### src/rtl/dac_burst_gen_if.sv
// Control-side bundle for dac_burst_gen: waveform write port, burst control,
// status and the eight channel sample outputs.
interface dac_burst_gen_if #(
    parameter int DW = 16,
    parameter int AW = 8
);
    logic          wr_en;
    logic [AW-1:0] wr_addr;
    logic [DW-1:0] wr_data;
    logic          wr_drop;
    logic          trig;
    logic [AW-1:0] burst_len;
    logic [7:0]    ch_en;
    logic [7:0]    ch_inv;
    logic          busy;
    logic          done;
    logic          dout_vld;
    logic [DW-1:0] dout0;
    logic [DW-1:0] dout1;
    logic [DW-1:0] dout2;
    logic [DW-1:0] dout3;
    logic [DW-1:0] dout4;
    logic [DW-1:0] dout5;
    logic [DW-1:0] dout6;
    logic [DW-1:0] dout7;

    modport master (
        output wr_en, wr_addr, wr_data, trig, burst_len, ch_en, ch_inv,
        input  wr_drop, busy, done, dout_vld,
        input  dout0, dout1, dout2, dout3, dout4, dout5, dout6, dout7
    );

    modport slave (
        input  wr_en, wr_addr, wr_data, trig, burst_len, ch_en, ch_inv,
        output wr_drop, busy, done, dout_vld,
        output dout0, dout1, dout2, dout3, dout4, dout5, dout6, dout7
    );
endinterface

### src/rtl/dac_burst_gen.sv
// Waveform burst generator: one stored waveform is played on trigger to eight
// DAC channels, each with its own enable and saturating polarity inversion.
// Pipeline: rd_addr (PLAY) -> registered RAM read -> registered channel outputs.
module dac_burst_gen #(
    parameter int DW = 16,
    parameter int AW = 8
) (
    input logic           clk,
    input logic           rst,
    dac_burst_gen_if.slave bus
);
    localparam int NCH = 8;

    typedef enum logic [1:0] {
        IDLE,
        PLAY,
        DRAIN
    } state_t;

    state_t          state;
    state_t          state_nxt;
    logic [AW-1:0]   rd_addr;
    logic [AW-1:0]   len_q;
    logic [NCH-1:0]  en_q;
    logic [NCH-1:0]  inv_q;
    logic            drain_cnt;
    logic            busy_q;
    logic            done_q;
    logic            start;
    logic            done_nxt;

    logic [DW-1:0]   mem [2**AW];
    logic [DW-1:0]   ram_q;
    logic            rd_vld;
    logic            vld_q;
    logic            wr_drop_q;
    logic [DW-1:0]   dout_q [NCH];

    // Two's complement negate that clamps the most negative code to max positive.
    function automatic logic [DW-1:0] sat_neg(input logic [DW-1:0] s);
        if (s == {1'b1, {(DW-1){1'b0}}})
            return {1'b0, {(DW-1){1'b1}}};
        return ~s + DW'(1);
    endfunction

    // Next-state decode: start a burst from IDLE, leave PLAY on the last
    // address, spend two flush cycles in DRAIN and flag done on the second.
    always_comb begin
        // NOTE: every output of this block gets a default first, so no path
        // leaves one unassigned and no latch is inferred.
        state_nxt = state;
        start     = 1'b0;
        done_nxt  = 1'b0;
        case (state)
            IDLE: begin
                // busy_q covers the done cycle, so a trig there is ignored.
                if (bus.trig && !busy_q) begin
                    start     = 1'b1;
                    state_nxt = PLAY;
                end
            end
            PLAY: begin
                if (rd_addr == len_q)
                    state_nxt = DRAIN;
            end
            DRAIN: begin
                if (drain_cnt) begin
                    state_nxt = IDLE;
                    done_nxt  = 1'b1;
                end
            end
            default: state_nxt = IDLE;
        endcase
    end

    // State register, read address counter, latched burst configuration and
    // the busy/done status flags.
    always_ff @(posedge clk) begin
        // NOTE: non-blocking assignments throughout clocked logic, so every
        // register samples values from before the edge regardless of order.
        if (rst) begin
            state     <= IDLE;
            rd_addr   <= '0;
            len_q     <= '0;
            en_q      <= '0;
            inv_q     <= '0;
            drain_cnt <= 1'b0;
            busy_q    <= 1'b0;
            done_q    <= 1'b0;
        end else begin
            state     <= state_nxt;
            done_q    <= done_nxt;
            // busy stays up through the done cycle and drops the cycle after.
            busy_q    <= (state_nxt != IDLE) || done_nxt;
            drain_cnt <= (state == DRAIN) ? ~drain_cnt : 1'b0;
            if (start) begin
                len_q   <= bus.burst_len;
                en_q    <= bus.ch_en;
                inv_q   <= bus.ch_inv;
                rd_addr <= '0;
            end else if (state == PLAY && rd_addr != len_q) begin
                rd_addr <= rd_addr + AW'(1);
            end
        end
    end

    // Waveform RAM: writes accepted only while idle, registered read port.
    always_ff @(posedge clk) begin
        // NOTE: the array and its read register are deliberately not reset;
        // stored waveforms survive reset and ram_q is qualified by rd_vld.
        if (bus.wr_en && !busy_q)
            mem[bus.wr_addr] <= bus.wr_data;
        ram_q <= mem[rd_addr];
    end

    // Output stage: valid tracking, write-drop pulse and per-channel
    // enable/inversion of the sample read from RAM.
    always_ff @(posedge clk) begin
        if (rst) begin
            rd_vld    <= 1'b0;
            vld_q     <= 1'b0;
            wr_drop_q <= 1'b0;
            for (int i = 0; i < NCH; i++)
                dout_q[i] <= '0;
        end else begin
            rd_vld    <= (state == PLAY);
            vld_q     <= rd_vld;
            wr_drop_q <= bus.wr_en && busy_q;
            for (int i = 0; i < NCH; i++) begin
                if (rd_vld && en_q[i])
                    dout_q[i] <= inv_q[i] ? sat_neg(ram_q) : ram_q;
                else
                    dout_q[i] <= '0;
            end
        end
    end

    assign bus.busy     = busy_q;
    assign bus.done     = done_q;
    assign bus.dout_vld = vld_q;
    assign bus.wr_drop  = wr_drop_q;
    assign bus.dout0    = dout_q[0];
    assign bus.dout1    = dout_q[1];
    assign bus.dout2    = dout_q[2];
    assign bus.dout3    = dout_q[3];
    assign bus.dout4    = dout_q[4];
    assign bus.dout5    = dout_q[5];
    assign bus.dout6    = dout_q[6];
    assign bus.dout7    = dout_q[7];
endmodule

### src/flat_wrapper.sv
// flat-port wrapper written by rule: the top's interface ports become plain ports
module dac_burst_gen_flat 
#(
    parameter int DW = 16,
    parameter int AW = 8
)
  (clk, rst, bus_wr_en, bus_wr_addr, bus_wr_data, bus_trig, bus_burst_len, bus_ch_en, bus_ch_inv, bus_wr_drop, bus_busy, bus_done, bus_dout_vld, bus_dout0, bus_dout1, bus_dout2, bus_dout3, bus_dout4, bus_dout5, bus_dout6, bus_dout7);
  dac_burst_gen_if #(.DW(DW), .AW(AW)) bus_i ();
  input logic clk;
  input logic rst;
  input wire logic [$bits(bus_i.wr_en)-1:0] bus_wr_en;
  input wire logic [$bits(bus_i.wr_addr)-1:0] bus_wr_addr;
  input wire logic [$bits(bus_i.wr_data)-1:0] bus_wr_data;
  input wire logic [$bits(bus_i.trig)-1:0] bus_trig;
  input wire logic [$bits(bus_i.burst_len)-1:0] bus_burst_len;
  input wire logic [$bits(bus_i.ch_en)-1:0] bus_ch_en;
  input wire logic [$bits(bus_i.ch_inv)-1:0] bus_ch_inv;
  output wire logic [$bits(bus_i.wr_drop)-1:0] bus_wr_drop;
  output wire logic [$bits(bus_i.busy)-1:0] bus_busy;
  output wire logic [$bits(bus_i.done)-1:0] bus_done;
  output wire logic [$bits(bus_i.dout_vld)-1:0] bus_dout_vld;
  output wire logic [$bits(bus_i.dout0)-1:0] bus_dout0;
  output wire logic [$bits(bus_i.dout1)-1:0] bus_dout1;
  output wire logic [$bits(bus_i.dout2)-1:0] bus_dout2;
  output wire logic [$bits(bus_i.dout3)-1:0] bus_dout3;
  output wire logic [$bits(bus_i.dout4)-1:0] bus_dout4;
  output wire logic [$bits(bus_i.dout5)-1:0] bus_dout5;
  output wire logic [$bits(bus_i.dout6)-1:0] bus_dout6;
  output wire logic [$bits(bus_i.dout7)-1:0] bus_dout7;
  assign bus_i.wr_en = bus_wr_en;
  assign bus_i.wr_addr = bus_wr_addr;
  assign bus_i.wr_data = bus_wr_data;
  assign bus_i.trig = bus_trig;
  assign bus_i.burst_len = bus_burst_len;
  assign bus_i.ch_en = bus_ch_en;
  assign bus_i.ch_inv = bus_ch_inv;
  assign bus_wr_drop = bus_i.wr_drop;
  assign bus_busy = bus_i.busy;
  assign bus_done = bus_i.done;
  assign bus_dout_vld = bus_i.dout_vld;
  assign bus_dout0 = bus_i.dout0;
  assign bus_dout1 = bus_i.dout1;
  assign bus_dout2 = bus_i.dout2;
  assign bus_dout3 = bus_i.dout3;
  assign bus_dout4 = bus_i.dout4;
  assign bus_dout5 = bus_i.dout5;
  assign bus_dout6 = bus_i.dout6;
  assign bus_dout7 = bus_i.dout7;
  dac_burst_gen #(.DW(DW), .AW(AW)) u_core (.clk(clk), .rst(rst), .bus(bus_i));
endmodule
### config.mk
export PLATFORM = sky130hd
export DESIGN_NAME = dac_burst_gen_flat
export DESIGN_NICKNAME = d
export VERILOG_FILES = /design/src/rtl/dac_burst_gen_if.sv /design/src/rtl/dac_burst_gen.sv /design/src/flat_wrapper.sv
export SDC_FILE = /design/constraint.sdc
export NUM_CORES = 2
export LEC_CHECK = 0
export CORE_MARGIN = 2
export CORE_UTILIZATION = 55
export CTS_CLUSTER_DIAMETER = 50
export DETAILED_ROUTE_END_ITERATION = 16
export DONT_BUFFER_PORTS = 1
export PLACE_DENSITY_LB_ADDON = 0.1
export SLEW_MARGIN = 40
export SYNTH_ARGS = -nofsm -noshare
export SYNTH_HDL_FRONTEND = slang
export SYNTH_MEMORY_MAX_BITS = 65536
export SYNTH_SLANG_ARGS = --single-unit
### constraint.sdc
create_clock -name clk -period 3.41 [get_ports clk]
set_clock_uncertainty 0.15 [all_clocks]
set_input_delay 0.341 -clock clk [delete_from_list [all_inputs] [get_ports clk]]
set_output_delay 0.341 -clock clk [all_outputs]
set_load 0.02 [all_outputs]
==> out/qor.yml <==
wl_per_cell_um: 37.18
final_area_um2: 195700
vias: 89696
synth.cell_area_um2: 166800
area_delta_synth_final_pct: 17.33
num-fill-cells: 20207
grt_pass1_vias: 86644
async_flop_share_pct: 0
max-vdd-ir-drop_mv: 0.4854
setup_viol: 4
design.die.area_um2: 307700
grt_setup_unrepaired: "yes"
cts_max_level: 5
drt-initial-drc-count: 13447
antenna_found_initial: 23
timing_max_transition_violations_final: 204
clock_tree_from_tritoncts: "yes"
worst_pin_slew_ns: 2.046
grt_first_pass_wirelength_um: 689500
antenna_violating_nets_post_route: 0
critPathMaxFanout: 16
slowest_stage: "mux4_1"
relSlewSlack_pct: -36.38
cts.path.max_buffers: 4
power_leakage_nw: 61.93
overflow: 0
die_height_um: 554.7
core-area_um2: 302300
grt_max_degree: 257
synth_enable_flop_cells: 4224
instance_count_of_the_mapped_netlist: 7879
cap_viol_max_count: 0
io-pin-count: 184
clkLatencyLatePin_ns: 0.97
crit_chain: "buf_12 -> buf_12 -> buf_12 -> buf_4 -> mux4_1 -> a22o_1 -> o21ai_2 -> buf_4 -> o311ai_0 -> buf_4 -> o32ai_1 -> buf_4 -> a211oi_2"
gp_congestion: 0.8725
drcViolationCount: 0
min_setup_slack_post_route_ns: -0.06522
failed_checks: "hold timing, slew limit, setup timing"
worst_ep_required_time_ns: 4.11
groute.usage.overall_pct: 32.28
yosysSeqAreaShare_pct: 76.72
critical_path_arrival_ns: 4.18
start_util_pct: 55.18
routed_wirelength_um: 499600
rows: 202
most_common_cell_type_on_the_critical_path: "buf_4"
fin_worst_hold_slack_ns: -0.6137
outcome: "finished with violations"
fin_crit_ns: 3.475
cp-start-kind: "flop"
drive_above_1_share_pct: 29.48
critPathKind: "flop to flop"
count_of_distinct_cell_types_in_the_synthesized_netlist: 95
synth.ff_latch_count: 4280
synth.yosys.warnings: 0
dp_hpwl_um: 296000
root_buffer_cell: "clkbuf_16"
cts.reportedPaths.clkPinSlew_ns: 0.06
critPathMaxStageDelay_ns: 0.59
die_width_um: 554.7
average_via_count_per_standard_cell: 6.675
sort_of_element_at_the_end_of_the_critical_path: "flop"
place_area_um2: 177700
fmax_mhz: 287.8
post-layout-total-power_mw: 119.8
final_net_count: 9100
hold_viol: 1709
layout_worst_path_cycle_share_pct: 101.9
layoutNonFillerInstCount: 13437
numClockSinks: 4280
portBuffers: 0
powerDensity_nw_per_um2: 612.3
number_of_detailed_route_iterations_in_the_first_pass: 6
avgSynthCellArea_um2: 21.17
placed_cells_incl_taps: 12425
cts-buffers-inserted: 457
hold_path_class: "input port to flop"
synth_ff_type: "edfxtp_1"
==> path summary, 6_finish.rpt <==
kind / start / to / slack, ns / depth (start not counted)
max: u_core.rd_addr[0] / u_core.ram_q[6] / -0.07 / 13
min: bus_wr_data[10] / u_core.mem[15][10] / -0.61 / 0
max reg2reg: u_core.rd_addr[0] / u_core.ram_q[6] / -0.07 / 13
min reg2reg: u_core.drain_cnt / u_core.drain_cnt / 0.30 / 1
==> critical path, delay by kind of cell (launching register included) <==
| family | cells | cell delay (ns) |
|---|---|---|
| buffers and inverters | 7 | 1.38 |
| DFF | 1 | 0.40 |
| AOI/OAI and AO/OA | 5 | 0.79 |
| muxes | 1 | 0.59 |
==> final cells by class <==
type                       count  area [um^2]  share of cell area [%]
tap                         3978         4977                   2.543
clock inverter               314         3470                   1.773
antenna                       19        47.55                 0.02430
clock buffer                 539        11940                   6.103
multi-input combinational   3217        36560                   18.68
sequential                  4280       128000                   65.41
timing repair buffer        1080        10640                   5.438
inverter                      10        52.55                 0.02685
==> what timing repair did <==
action / 4_1_cts / 5_1_grt
pin swaps: 11 / 11
setup endpoints to repair: 16 / 15
setup buffers: 11 / 7
endpoints found under the hold margin: 4911 / 2316
gates cloned: 3 / 2
resized for setup: 74 / 57
hold buffers: 99 / 5
==> per-layer routing <==
metal / routed length (um) / vias up / track usage [%]
met5: 52 / - / 0
met4: 20170 / 8 / 11.23
met3: 54410 / 845 / 6.504
met2: 233000 / 5520 / 49.73
met1: 192000 / 47886 / 46.53
li1: - / 35437 / -
==> synthesized netlist by cell type (63+ instances only) <==
cell	count	area [um^2]
a211oi_1	139	1044
a21oi_1	203	1016
a221oi_1	73	639.4
a22oi_1	98	735.7
buf_2	145	725.7
clkbuf_1	154	578.1
edfxtp_1	4224	126800
mux2i_1	420	4204
mux4_1	82	2155
mux4_2	814	18330
nand2_1	190	713.2
nor2_1	445	1670
o21ai_0	63	315.3
==> kinds of logic after synthesis <==
logic type               after synthesis  synth area share (%)
flip-flops                          4280                 76.72
other                                  1              0.002248
AND/OR/NAND/NOR                      850                 2.231
adder cells (fa/ha/maj)                2               0.01500
AO/OA/AOI/OAI                        877                 3.759
buffers and inverters                509                 2.202
multiplexers                        1337                 14.95
XOR/XNOR                              23                0.1208
==> cell usage in the layout (no fill, tap or decap), types with 92 or more instances in the layout <==
master / count
buf_12: 114
buf_4: 816
edfxtp_1: 4224
clkbuf_16: 466
nor2_2: 110
nor2_1: 330
conb_1: 128
mux4_2: 814
a22oi_1: 92
a211oi_1: 131
clkinv_1: 93
a21oi_1: 192
nand2_1: 188
dlygate4sd3_1: 94
mux2i_1: 413
==> state kept, by name, indices dropped and copies added, names as in the netlist, 2 cells and up <==
name	cells
u_core.len_q	8
u_core.dout_q	128
u_core.mem	4096
u_core.en_q	8
u_core.inv_q	8
u_core.rd_addr	8
u_core.ram_q	16
u_core.state	2
==> where the power goes <==
part | leakage [nW] | internal (mW) | switching, mW
Sequential | 38.6 | 58.1 | 0.490
Combinational | 15.8 | 5.15 | 5.51
Clock | 7.48 | 29.8 | 20.8
Total | 61.9 | 93.0 | 26.8
==> stage by stage <==
stage / setup slack, ns / TNS, ns / util, %
finish: -0.06522 / -0.1458 / 64.74
global route: -0.06891 / -0.1309 / 64.73
CTS: -0.01732 / -0.03107 / 64.45
detailed placement: -0.5446 / -5.863 / 58.78
global placement: -0.9173 / -7.943 / 58.74
floorplan: 0.6760 / 0 / -
(Power assumes the default switching activity.)
